--- src/rtl/seq_multiplier.sv ---
// Purpose : iterative shift-add unsigned multiplier, B x B -> 2B, one add per cycle.
// Latency : B+1 cycles from accepting edge to done (1..B+1 with SEQ_MUL_EARLY_TERM_EN).
// Backpres: start is only honoured while busy=0; starts during busy are dropped.
//
// Ports:
//   clk, rst        rising-edge clock, asynchronous active-high reset
//   start, a, b     request + operands, captured on the accepting edge
//   busy            high while iterating
//   done            one-cycle pulse, product valid
//   product         {P_hi,P_lo}; stable from done until the next accepted start
//
// Optional macro SEQ_MUL_EARLY_TERM_EN: finish as soon as the unconsumed multiplier
// bits are all zero, aligning the partial product with one right shift.

// Carry-skip adder: ripple inside 4-bit blocks, a block whose bits all propagate
// forwards its incoming carry directly. Handles a short final block when W%4 != 0.
module csk_adder #(
  parameter int W = 32
) (
  input  logic [W-1:0] x,
  input  logic [W-1:0] y,
  input  logic         cin,
  output logic [W-1:0] sum,
  output logic         cout
);
  localparam int BLK = 4;

  always_comb begin : csk
    logic c;
    logic p;
    logic blk_cin;
    logic blk_p;
    sum     = '0;
    c       = cin;
    p       = 1'b0;
    blk_cin = cin;
    blk_p   = 1'b1;
    for (int i = 0; i < W; i++) begin
      if (i % BLK == 0) begin
        blk_cin = c;
        blk_p   = 1'b1;
      end
      p      = x[i] ^ y[i];
      sum[i] = p ^ c;
      c      = (x[i] & y[i]) | (p & c);
      blk_p  = blk_p & p;
      if ((i % BLK == BLK - 1) || (i == W - 1))
        c = blk_p ? blk_cin : c;
    end
    cout = c;
  end
endmodule

module seq_multiplier #(
  parameter int B = 32
) (
  input  logic           clk,
  input  logic           rst,
  input  logic           start,
  input  logic [B-1:0]   a,
  input  logic [B-1:0]   b,
  output logic           busy,
  output logic           done,
  output logic [2*B-1:0] product
);
  localparam int CW = $clog2(B) + 1;

  typedef enum logic [1:0] {IDLE, BUSY, DONE} state_t;

  state_t         state;
  logic [B-1:0]   mcand;
  logic [B-1:0]   p_hi;
  logic [B-1:0]   p_lo;
  logic [CW-1:0]  count;

  logic [B-1:0]   addend;
  logic [B-1:0]   sum;
  logic           cout;
  logic [2*B-1:0] p_next;
  logic [2*B-1:0] p_fin;
  logic           last_iter;
  logic           finish;
  logic           b_zero;

  assign addend = p_lo[0] ? mcand : '0;

  csk_adder #(.W(B)) u_add (
    .x   (p_hi),
    .y   (addend),
    .cin (1'b0),
    .sum (sum),
    .cout(cout)
  );

  // Carry-out becomes the new MSB, so no product bit is ever lost.
  assign p_next    = {cout, sum, p_lo[B-1:1]};
  assign last_iter = (count == CW'(B - 1));
  assign product   = {p_hi, p_lo};

`ifdef SEQ_MUL_EARLY_TERM_EN
  logic [CW-1:0] consumed;
  logic [CW-1:0] remain;
  logic          rest_zero;

  // After this iteration the not-yet-consumed multiplier bits sit in
  // p_next[B-1-consumed:0]; if they are zero the remaining iterations would
  // only add zero and shift, so shift by the remaining count in one go.
  assign consumed  = count + CW'(1);
  assign remain    = CW'(B) - consumed;
  assign rest_zero = ((p_next[B-1:0] & ({B{1'b1}} >> consumed)) == '0);
  assign p_fin     = p_next >> remain;
  assign finish    = last_iter | rest_zero;
  assign b_zero    = (b == '0);
`else
  assign p_fin     = p_next;
  assign finish    = last_iter;
  assign b_zero    = 1'b0;
`endif

  always_ff @(posedge clk or posedge rst) begin
    if (rst) begin
      state <= IDLE;
      busy  <= 1'b0;
      done  <= 1'b0;
      mcand <= '0;
      p_hi  <= '0;
      p_lo  <= '0;
      count <= '0;
    end else begin
      case (state)
        BUSY: begin
          {p_hi, p_lo} <= finish ? p_fin : p_next;
          count        <= count + CW'(1);
          if (finish) begin
            state <= DONE;
            busy  <= 1'b0;
            done  <= 1'b1;
          end
        end
        default: begin
          // IDLE and DONE both accept; DONE always drops after one cycle.
          done <= 1'b0;
          if (start) begin
            mcand <= a;
            p_hi  <= '0;
            p_lo  <= b;
            count <= '0;
            if (b_zero) begin
              state <= DONE;
              done  <= 1'b1;
            end else begin
              state <= BUSY;
              busy  <= 1'b1;
            end
          end else begin
            state <= IDLE;
          end
        end
      endcase
    end
  end
endmodule
--- config.mk ---
export PLATFORM = sky130hd
export DESIGN_NAME = seq_multiplier
export DESIGN_NICKNAME = d
export VERILOG_FILES = /design/src/rtl/seq_multiplier.sv
export SDC_FILE = /design/constraint.sdc
export NUM_CORES = 1
export LEC_CHECK = 0
export ABC_CLOCK_PERIOD_IN_PS = 14300
export CORE_MARGIN = 2
export CORE_UTILIZATION = 58
export DETAILED_ROUTE_END_ITERATION = 12
export DONT_BUFFER_PORTS = 1
export GPL_TIMING_DRIVEN = 0
export PLACE_DENSITY_LB_ADDON = 0.12
export RECOVER_POWER = 50
export SKIP_CTS_REPAIR_TIMING = 1
export SYNTH_ARGS = -nofsm -noshare
export SYNTH_HDL_FRONTEND = slang
export SYNTH_SLANG_ARGS = --single-unit
--- constraint.sdc ---
create_clock -name clk -period 14.3 [get_ports clk]
set_input_delay 2.145 -clock clk [delete_from_list [all_inputs] [get_ports clk]]
set_output_delay 2.145 -clock clk [all_outputs]
set_load 0.01 [all_outputs]
* After elaboration in Yosys (flattened, before gate mapping)
Cells that the tools add are included.
Word-level totals: bits in registers 106, latch bits 0, RAM bits 0, memory bits (read-only) 0, input bits 67, output and inout port bits 66, logic and storage cells 219, memories kept 0
Cells by class: $add $sub $neg 1, $mul 0, divide/modulo/power cells 0, $lt $le $gt $ge 0, equal/unequal tests 3, shift-type cells 0, mux-type cells 23, bitwise operators 182, reductions and logical operators 3
Operator list (count):
- 32-bit two-way mux | 5
- 1-bit AND | 87
- 1-bit XOR | 63
- 1-bit OR | 31
- 1-bit two-way mux | 14
- 6-bit two-way mux | 2
- 6-bit by 1-bit adder with 6-bit output, second input constant | 1
- 6-bit by 5-bit == test with 1-bit output, second input constant | 1
- 2-bit two-way mux | 2
- 2-bit AND reduction | 2
- 2-bit by 1-bit == test with 1-bit output, second input constant | 1
- 2-bit != test, second input constant | 1
- 2-bit nonzero test | 1
- 1-bit inverter | 1

* Longest topological paths before layout
Gate-level depths: netlist of the first run.
depth after elaboration 73, mapped depth 49, mapped depth without buffers 48

* Modules after synthesis
A second synthesis of the first run with hierarchy kept.
Second synthesis, totals: cells, all modules 524, area total of the unflattened synthesis 6047.0 um2
Modules (own cells, without submodules):
- seq_multiplier | instances 1, cells an instance 421, area each 4785.8 um2
- csk_adder | instances 1, cells an instance 103, area each 1261.2 um2

* Least setup slack after synthesis of the first run
Ideal clock, no wire load.
path type reg2reg, start point register p_lo[0], end point register p_hi[31], arrival time 15.231 ns, setup slack -0.996 ns, cell stages (with the launch flop) 49, buffers on the path 2, period minus slack after synthesis 15.296 ns, cells stage by stage dfrtp_1 > clkbuf_1 > clkbuf_1 > nand2_1 > fa_1 > fa_1 > fa_1 > a41o_1 > fa_1 > fa_1 > fa_1 > fa_1 > a41o_1 > o21a_1 > fa_1 > fa_1 > fa_1 > fa_1 > [... 13 more ...] > fa_1 > fa_1 > fa_1 > fa_1 > mux2_2 > fa_1 > fa_1 > fa_1 > fa_1 > o22ai_1 > nand2_1 > fa_1 > fa_1 > fa_1 > fa_1 > nor2_1 > a32o_1 > a31o_1
On the way: word-level cells in the longest chain between the ends 73
Ends and longest elaborated chain:
- from (decl) | line 73 | logic [B-1:0] p_lo;
- from (signal assigned) | line 132 | {p_hi, p_lo} <= finish ? p_fin : p_next;
- 32-bit two-way mux * | line 85 | assign addend = p_lo[0] ? mcand : '0;
- 1-bit XOR / 1-bit AND (equally long branches) | line 43, 45
- 1-bit AND | line 45 | c = (x[i] & y[i]) | (p & c);
- 1-bit OR | line 45
- 1-bit AND | line 45
- 1-bit OR | line 45
- 1-bit AND | line 45
- 1-bit OR | line 45
- [... 57 more ...]
- 1-bit AND | line 45
- 1-bit OR | line 45
- 1-bit AND | line 45
- 1-bit OR | line 45
- 1-bit AND | line 45
- 1-bit OR | line 45
- 1-bit two-way mux * | line 48 | c = blk_p ? blk_cin : c;
- 32-bit two-way mux * | line 130 | case (state)
- to (signal assigned) | line 132
- to (decl) | line 72 | logic [B-1:0] p_hi;
Every way passes the cells marked *; elsewhere a longest branch is shown, timed or not. A chain may end at the register's enable or synchronous reset.

* Worst setup path after layout of the first run
Same ends and word-level chain as after synthesis.

==> qor.yml, run 1 <==
run_status:
  status: "finished with violations"
  violations: "capacitance limit, slew limit"
grt:
  grt_antenna_before_repair: 1
  track_usage_pct: 23.0
  grt_pass1_wl_um: 19500
  grt_overflow_total: 0
  grt_max_degree: 59
  grt_pass1_vias: 3936
detailed_routing:
  first_pass_iters: 4
  ant_nets: 0
  wl_um: 11600
  drt_iter0_drc: 125
  remaining_drc_errors: 0
  vias: 3857
  vias_per_cell: 5.49
  wl_per_cell_um: 16.5
critical_path:
  crit_fanout: 6
  crit_path_frequent_cell: "fa_2"
  critPathRequiredTime_ps: 14640
  regToRegSetupSlack_ps: 40
  worstReg2RegStart: "p_lo[0]"
  end_kind: "flop"
  crit_path_start_kind: "flop"
  cp.arrival_ps: 14600
  max_stage_delay_ps: 420
  reg2reg_depth: 49
  cp_top_family: "adder cells"
  critical-path-slowest-cell: "dfrtp_1"
  crit_buf_inv: 2
  r2r-end: "p_hi[31]"
  worst-setup-path-type: "reg -> reg"
finish:
  fill_cells: 802
  nNetsFinal: 695
  drive_gt1_share_pct: 12.3
  area_growth_pct: 9.09
  final_cells: 703
power:
  p_per_area_mw_per_mm2: 218
  vdd_drop_max_mv: 0.131
  power_mw: 1.37
  p_leak_nw: 3.06
place:
  gp_congestion: 0.772
  dp_hpwl_um: 8580
  post-place-cells: 681
  portBuffers: 0
  dp_slack_ps: -852
synthesis:
  synthCells: 547
  syn-cell-area_mm2: 0.00578
  yosys_warnings: 0
  async_reset_ff_share_pct: 100
  synth-seq-cells: 105
  ys.flop_type: "dfrtp_1"
  syn_avg_cell_area_um2: 10.6
  syn-num-nets: 678
  synth.distinct_cells: 33
  synth-edff-count: 0
  synth_seq_area_share_pct: 45.4
worst_hold_path:
  min_to: "mcand[18]"
  hold_start: "mcand[18]"
  hp-class: "reg -> reg"
  whs_path_depth: 1
sta:
  finalCritPeriodShare_pct: 99.7
  worst_slew_pin_slew_ps: 3170
  finalSetupViolations: 0
  fmax_ghz: 0.0701
  final_max_slew_viol_count: 108
  rsz0062_at_grt: "yes"
  fin_skew_ps: 11.7
  hold_violations: 0
  relSlewSlack_pct: -111
  setup_ws_ps: 38.2
  post-route-min-period_ps: 14260
die:
  die-area_mm2: 0.0108
  pin_count: 133
  coreArea_mm2: 0.00973
  die_h_um: 104
  initial_utilization_pct: 59.4
  std_cell_rows: 36
  die_x_um: 104
cts:
  path_clk_slew_ps: 100
  insertion_delay_ps: 390
  clockRootBuffer: "clkbuf_8"
  cts-buffers-inserted: 9
  clock_sinks: 105
  cts_tree: "built"
  cts.path.max_buffers: 2
  htree_levels: 3
job:
  cap_violations: 2
==> routing by layer <==
layer / vias up / global-route usage [%] / part of all wire [%]
met5: - / 0 / 0
met4: 0 / 6.66 / 1.5
met3: 14 / 8.31 / 6.8
met2: 100 / 37.7 / 49
met1: 1921 / 28.8 / 42
li1: 1822 / - / -
==> power by group <==
part / internal (mW) / leakage [nW] / switching [mW] / total, mW
Combinational: 0.259 / 1.68 / 0.304 / 0.564
Clock: 0.0738 / 0.0959 / 0.107 / 0.181
Sequential: 0.451 / 1.28 / 0.177 / 0.628
Total: 0.784 / 3.06 / 0.589 / 1.37
==> Yosys cell counts, types with 5 or more instances <==
| master | instances | area, um^2 |
|---|---|---|
| clkbuf_1 | 18 | 67.6 |
| o21ai_1 | 68 | 340 |
| nand2_1 | 75 | 282 |
| nor2_1 | 9 | 33.8 |
| buf_1 | 5 | 18.8 |
| mux2_1 | 32 | 360 |
| inv_1 | 65 | 244 |
| mux2i_1 | 32 | 320 |
| ha_1 | 33 | 413 |
| nand4_1 | 6 | 37.5 |
| fa_1 | 31 | 621 |
| dfrtp_1 | 105 | 2630 |
| nand3_1 | 36 | 180 |
| buf_2 | 6 | 30.0 |
==> how the worst max path moves through the flow <==
stage                  from       end  depth (start not counted)
finish              p_lo[0]  p_hi[31]                         49
global route        p_lo[0]  p_hi[31]                         49
CTS                 p_lo[0]  p_hi[31]                         48
detailed placement  p_lo[0]  p_hi[31]                         48
global placement    p_lo[0]  p_hi[31]                         48
floorplan           p_lo[0]  p_hi[31]                         49
==> sequential cells by signal, summed over array words and instances, names as in the netlist <==
| signal | count |
|---|---|
| mcand | 32 |
| p_lo | 32 |
| count | 6 |
| busy | 1 |
| done | 1 |
| p_hi | 32 |
| state | 1 |
==> metrics by stage <==
| stage | hold slack [ps] | cell area [um^2] | setup TNS [ps] | utilization (%) |
|---|---|---|---|---|
| floorplan | 456 | 5830 | 0 | - |
| global placement | 465 | 6000 | -1520 | 61.7 |
| detailed placement | 478 | 6030 | -2080 | 62.0 |
| CTS | 502 | 6220 | -2230 | 63.9 |
| global route | 510 | 6310 | -852 | 64.8 |
| finish | 497 | 6310 | 0 | 64.8 |
==> worst register-to-register path, delay by kind of cell, from the launching register on <==
kind	cells	cell delay (ps)
flip-flops	1	420
AO/OA/AOI/OAI	7	1090
AND/OR/NAND/NOR	6	580
adder cells (fa/ha/maj)	32	11330
multiplexers	2	570
buffers and inverters	2	190
==> logic make-up after synthesis <==
logic type      count (synthesis)  synth area share [%]
fa+ha+maj                      64                  17.9
flops                         105                  45.4
compound gates                 80                  7.57
xor+xnor                        2                 0.303
simple gates                  135                  10.3
buf+inv                        95                  6.30
mux                            66                  12.2
==> placed cells by master (no fill, tap or decap), types with 3 or more instances in the layout <==
| master | count |
|---|---|
| buf_1 | 5 |
| clkbuf_8 | 11 |
| ha_1 | 32 |
| nand4_1 | 6 |
| inv_1 | 64 |
| mux2_1 | 32 |
| dfrtp_1 | 105 |
| buf_4 | 6 |
| nand2_1 | 72 |
| mux2i_1 | 32 |
| clkbuf_1 | 20 |
| nand3_1 | 36 |
| o21ai_1 | 45 |
| o21ai_0 | 25 |
| fa_2 | 31 |
| nor2_1 | 8 |
| buf_2 | 3 |
| nand2_2 | 3 |
==> layout make-up <==
type	count	area (um^2)	area share, %
multi-input combinational	347	2910	46.1
sequential	105	2630	41.7
inverter	66	249	3.95
tap	133	166	2.64
clock buffer	11	151	2.40
buffer	29	124	1.96
timing repair buffer	6	41.3	0.655
clock inverter	5	38.8	0.615
antenna	1	2.50	0.0397
Note: power is estimated with default switching activity, not from simulation.
==> run 2: changes to the inputs <==
--- a/config.mk
+++ b/config.mk
@@ -14,6 +14,7 @@
 export PLACE_DENSITY_LB_ADDON = 0.12
 export RECOVER_POWER = 50
 export SKIP_CTS_REPAIR_TIMING = 1
+export SLEW_MARGIN = 15
 export SYNTH_ARGS = -nofsm -noshare
 export SYNTH_HDL_FRONTEND = slang
 export SYNTH_SLANG_ARGS = --single-unit
==> qor.yml, run 2 (same netlist as run 1, synthesis figures left out) <==
run_status:
  status: "finished with violations"  # unchanged
  violations: "capacitance limit, slew limit"  # unchanged
sta:
  holdWs_ps: 497  # about the same
  setup_ws_ps: 37.7  # was 38.2 ps
  hold_violations: 0  # unchanged
  rsz0062_at_grt: "yes"  # unchanged
  worst_slew_pin_slew_ps: 4060  # was 3170 ps
  fmax_ghz: 0.0701  # about the same
  relSlewSlack_pct: -171  # was -111%
  final_max_slew_viol_count: 76  # was 108
  fin_skew_ps: 12.3  # was 11.7 ps
  tns_ps: 0  # unchanged
  finalCritPeriodShare_pct: 99.7  # about the same
  post-route-min-period_ps: 14260  # about the same
  finalSetupViolations: 0  # unchanged
finish:
  finish.utilization_pct: 64.8  # unchanged
  final_cells: 703  # unchanged
  nNetsFinal: 695  # unchanged
  mostFrequentLayoutCells: "105 x dfrtp_1, 72 x nand2_1, 64 x inv_1"  # unchanged
  final_common_cell: "dfrtp_1"  # unchanged
  drive_gt1_share_pct: 12.3  # unchanged
  largestRegisters: "mcand (32), p_hi (32), p_lo (32)"  # unchanged
  design_area_mm2: 0.00631  # unchanged
  area_growth_pct: 9.09  # unchanged
cts:
  path_clk_slew_ps: 100  # about the same
  insertion_delay_ps: 390  # about the same
  htree_levels: 3  # unchanged
  cts-buffers-inserted: 9  # unchanged
  clockRootBuffer: "clkbuf_8"  # unchanged
  cts.path.max_buffers: 2  # unchanged
  cts_tree: "built"  # unchanged
  clock_sinks: 105  # unchanged
detailed_routing:
  wl_um: 11600  # about the same
  first_pass_iters: 4  # unchanged
  ant_nets: 0  # unchanged
  drt_iter0_drc: 160  # was 125
  vias: 3858  # was 3857
  wl_per_cell_um: 16.5  # about the same
  vias_per_cell: 5.49  # about the same
  remaining_drc_errors: 0  # unchanged
die:
  coreArea_mm2: 0.00973  # unchanged
  die_x_um: 104  # unchanged
  pin_count: 133  # unchanged
  die_h_um: 104  # unchanged
  initial_utilization_pct: 59.4  # unchanged
  die-area_mm2: 0.0108  # unchanged
  std_cell_rows: 36  # unchanged
critical_path:
  crit_end: "p_hi[31]"  # unchanged
  worstReg2RegStart: "p_lo[0]"  # unchanged
  cp_top_family: "adder cells"  # unchanged
  cp-startpoint: "p_lo[0]"  # unchanged
  max_stage_delay_ps: 420  # about the same
  worst-path-stages: 49  # unchanged
  r2r-end: "p_hi[31]"  # unchanged
  critPathRequiredTime_ps: 14640  # about the same
  regToRegSetupSlack_ps: 40  # about the same
  worst-setup-path-type: "reg -> reg"  # unchanged
  crit_buf_inv: 2  # unchanged
  crit_fanout: 6  # unchanged
  reg2reg_depth: 49  # unchanged
  end_kind: "flop"  # unchanged
  critical-path-slowest-cell: "dfrtp_1"  # unchanged
  cp.arrival_ps: 14600  # about the same
  crit_path_frequent_cell: "fa_2"  # unchanged
  crit_path_start_kind: "flop"  # unchanged
power:
  power_mw: 1.37  # about the same
  p_per_area_mw_per_mm2: 218  # about the same
  p_leak_nw: 3.06  # unchanged
  vdd_drop_max_mv: 0.131  # about the same
grt:
  grt_antenna_before_repair: 1  # unchanged
  grt_max_degree: 76  # was 59
  track_usage_pct: 23.0  # about the same
  grt_overflow_total: 0  # unchanged
  grt_pass1_wl_um: 19500  # about the same
  grt_pass1_vias: 3938  # was 3936
place:
  portBuffers: 0  # unchanged
  dp_slack_ps: -852  # unchanged
  placedInstanceArea_mm2: 0.00603  # about the same
  post-place-cells: 681  # unchanged
  gp_congestion: 0.772  # unchanged
  dp_hpwl_um: 8530  # was 8580 um
job:
  cap_violations: 1  # was 2
worst_hold_path:
  hp-class: "reg -> reg"  # unchanged
[run 2: cell counts in the layout (fill, tap and decap cells not counted)]
No cell type changed its count.
[run 2: power by group]
group / internal (mW) / leakage [nW] / switching, mW
combinational: 0.259 / 1.68 / 0.304
clock: 0.0738 / 0.0959 / 0.107
sequential: 0.451 / 1.28 / 0.178
[run 2: worst min path at each step]
stage / cells past startpoint / start / slack [ps] / endpoint
after floorplan: 1 / mcand[0] / 460 / mcand[0]
after global placement: 1 / mcand[0] / 460 / mcand[0]
after global routing: 1 / mcand[1] / 510 / mcand[1]
after CTS: 1 / mcand[0] / 500 / mcand[0]
final: 1 / mcand[18] / 500 / mcand[18]
after detailed placement: 1 / mcand[0] / 480 / mcand[0]
[run 2: worst register-to-register path: cells and delay by family, from the launching register on]
family | cells | cell delay [ps]
AOI/OAI and AO/OA | 7 | 1090
adders and majority gates | 32 | 11320
and+or+nand+nor | 6 | 580
buffers and inverters | 2 | 190
muxes | 2 | 570
DFF | 1 | 420
[run 2: layout make-up]
cell class / instances / area [um^2]
well taps: 133 / 166
diodes: 1 / 2.50
inverters: 66 / 249
multi-input cells: 347 / 2910
clock buffers: 11 / 151
fillers: 802 / 3420
plain buffers: 29 / 124
repair buffers: 6 / 41.3
flip-flops and latches: 105 / 2630
clock inverters: 5 / 38.8
[run 2: per-layer routing]
metal	track usage, %	vias up	share of wire (%)
met3	8.31	16	6.7
met5	0	-	0
met4	6.66	0	1.4
li1	-	1826	-
met2	37.5	102	49
met1	29.0	1914	43
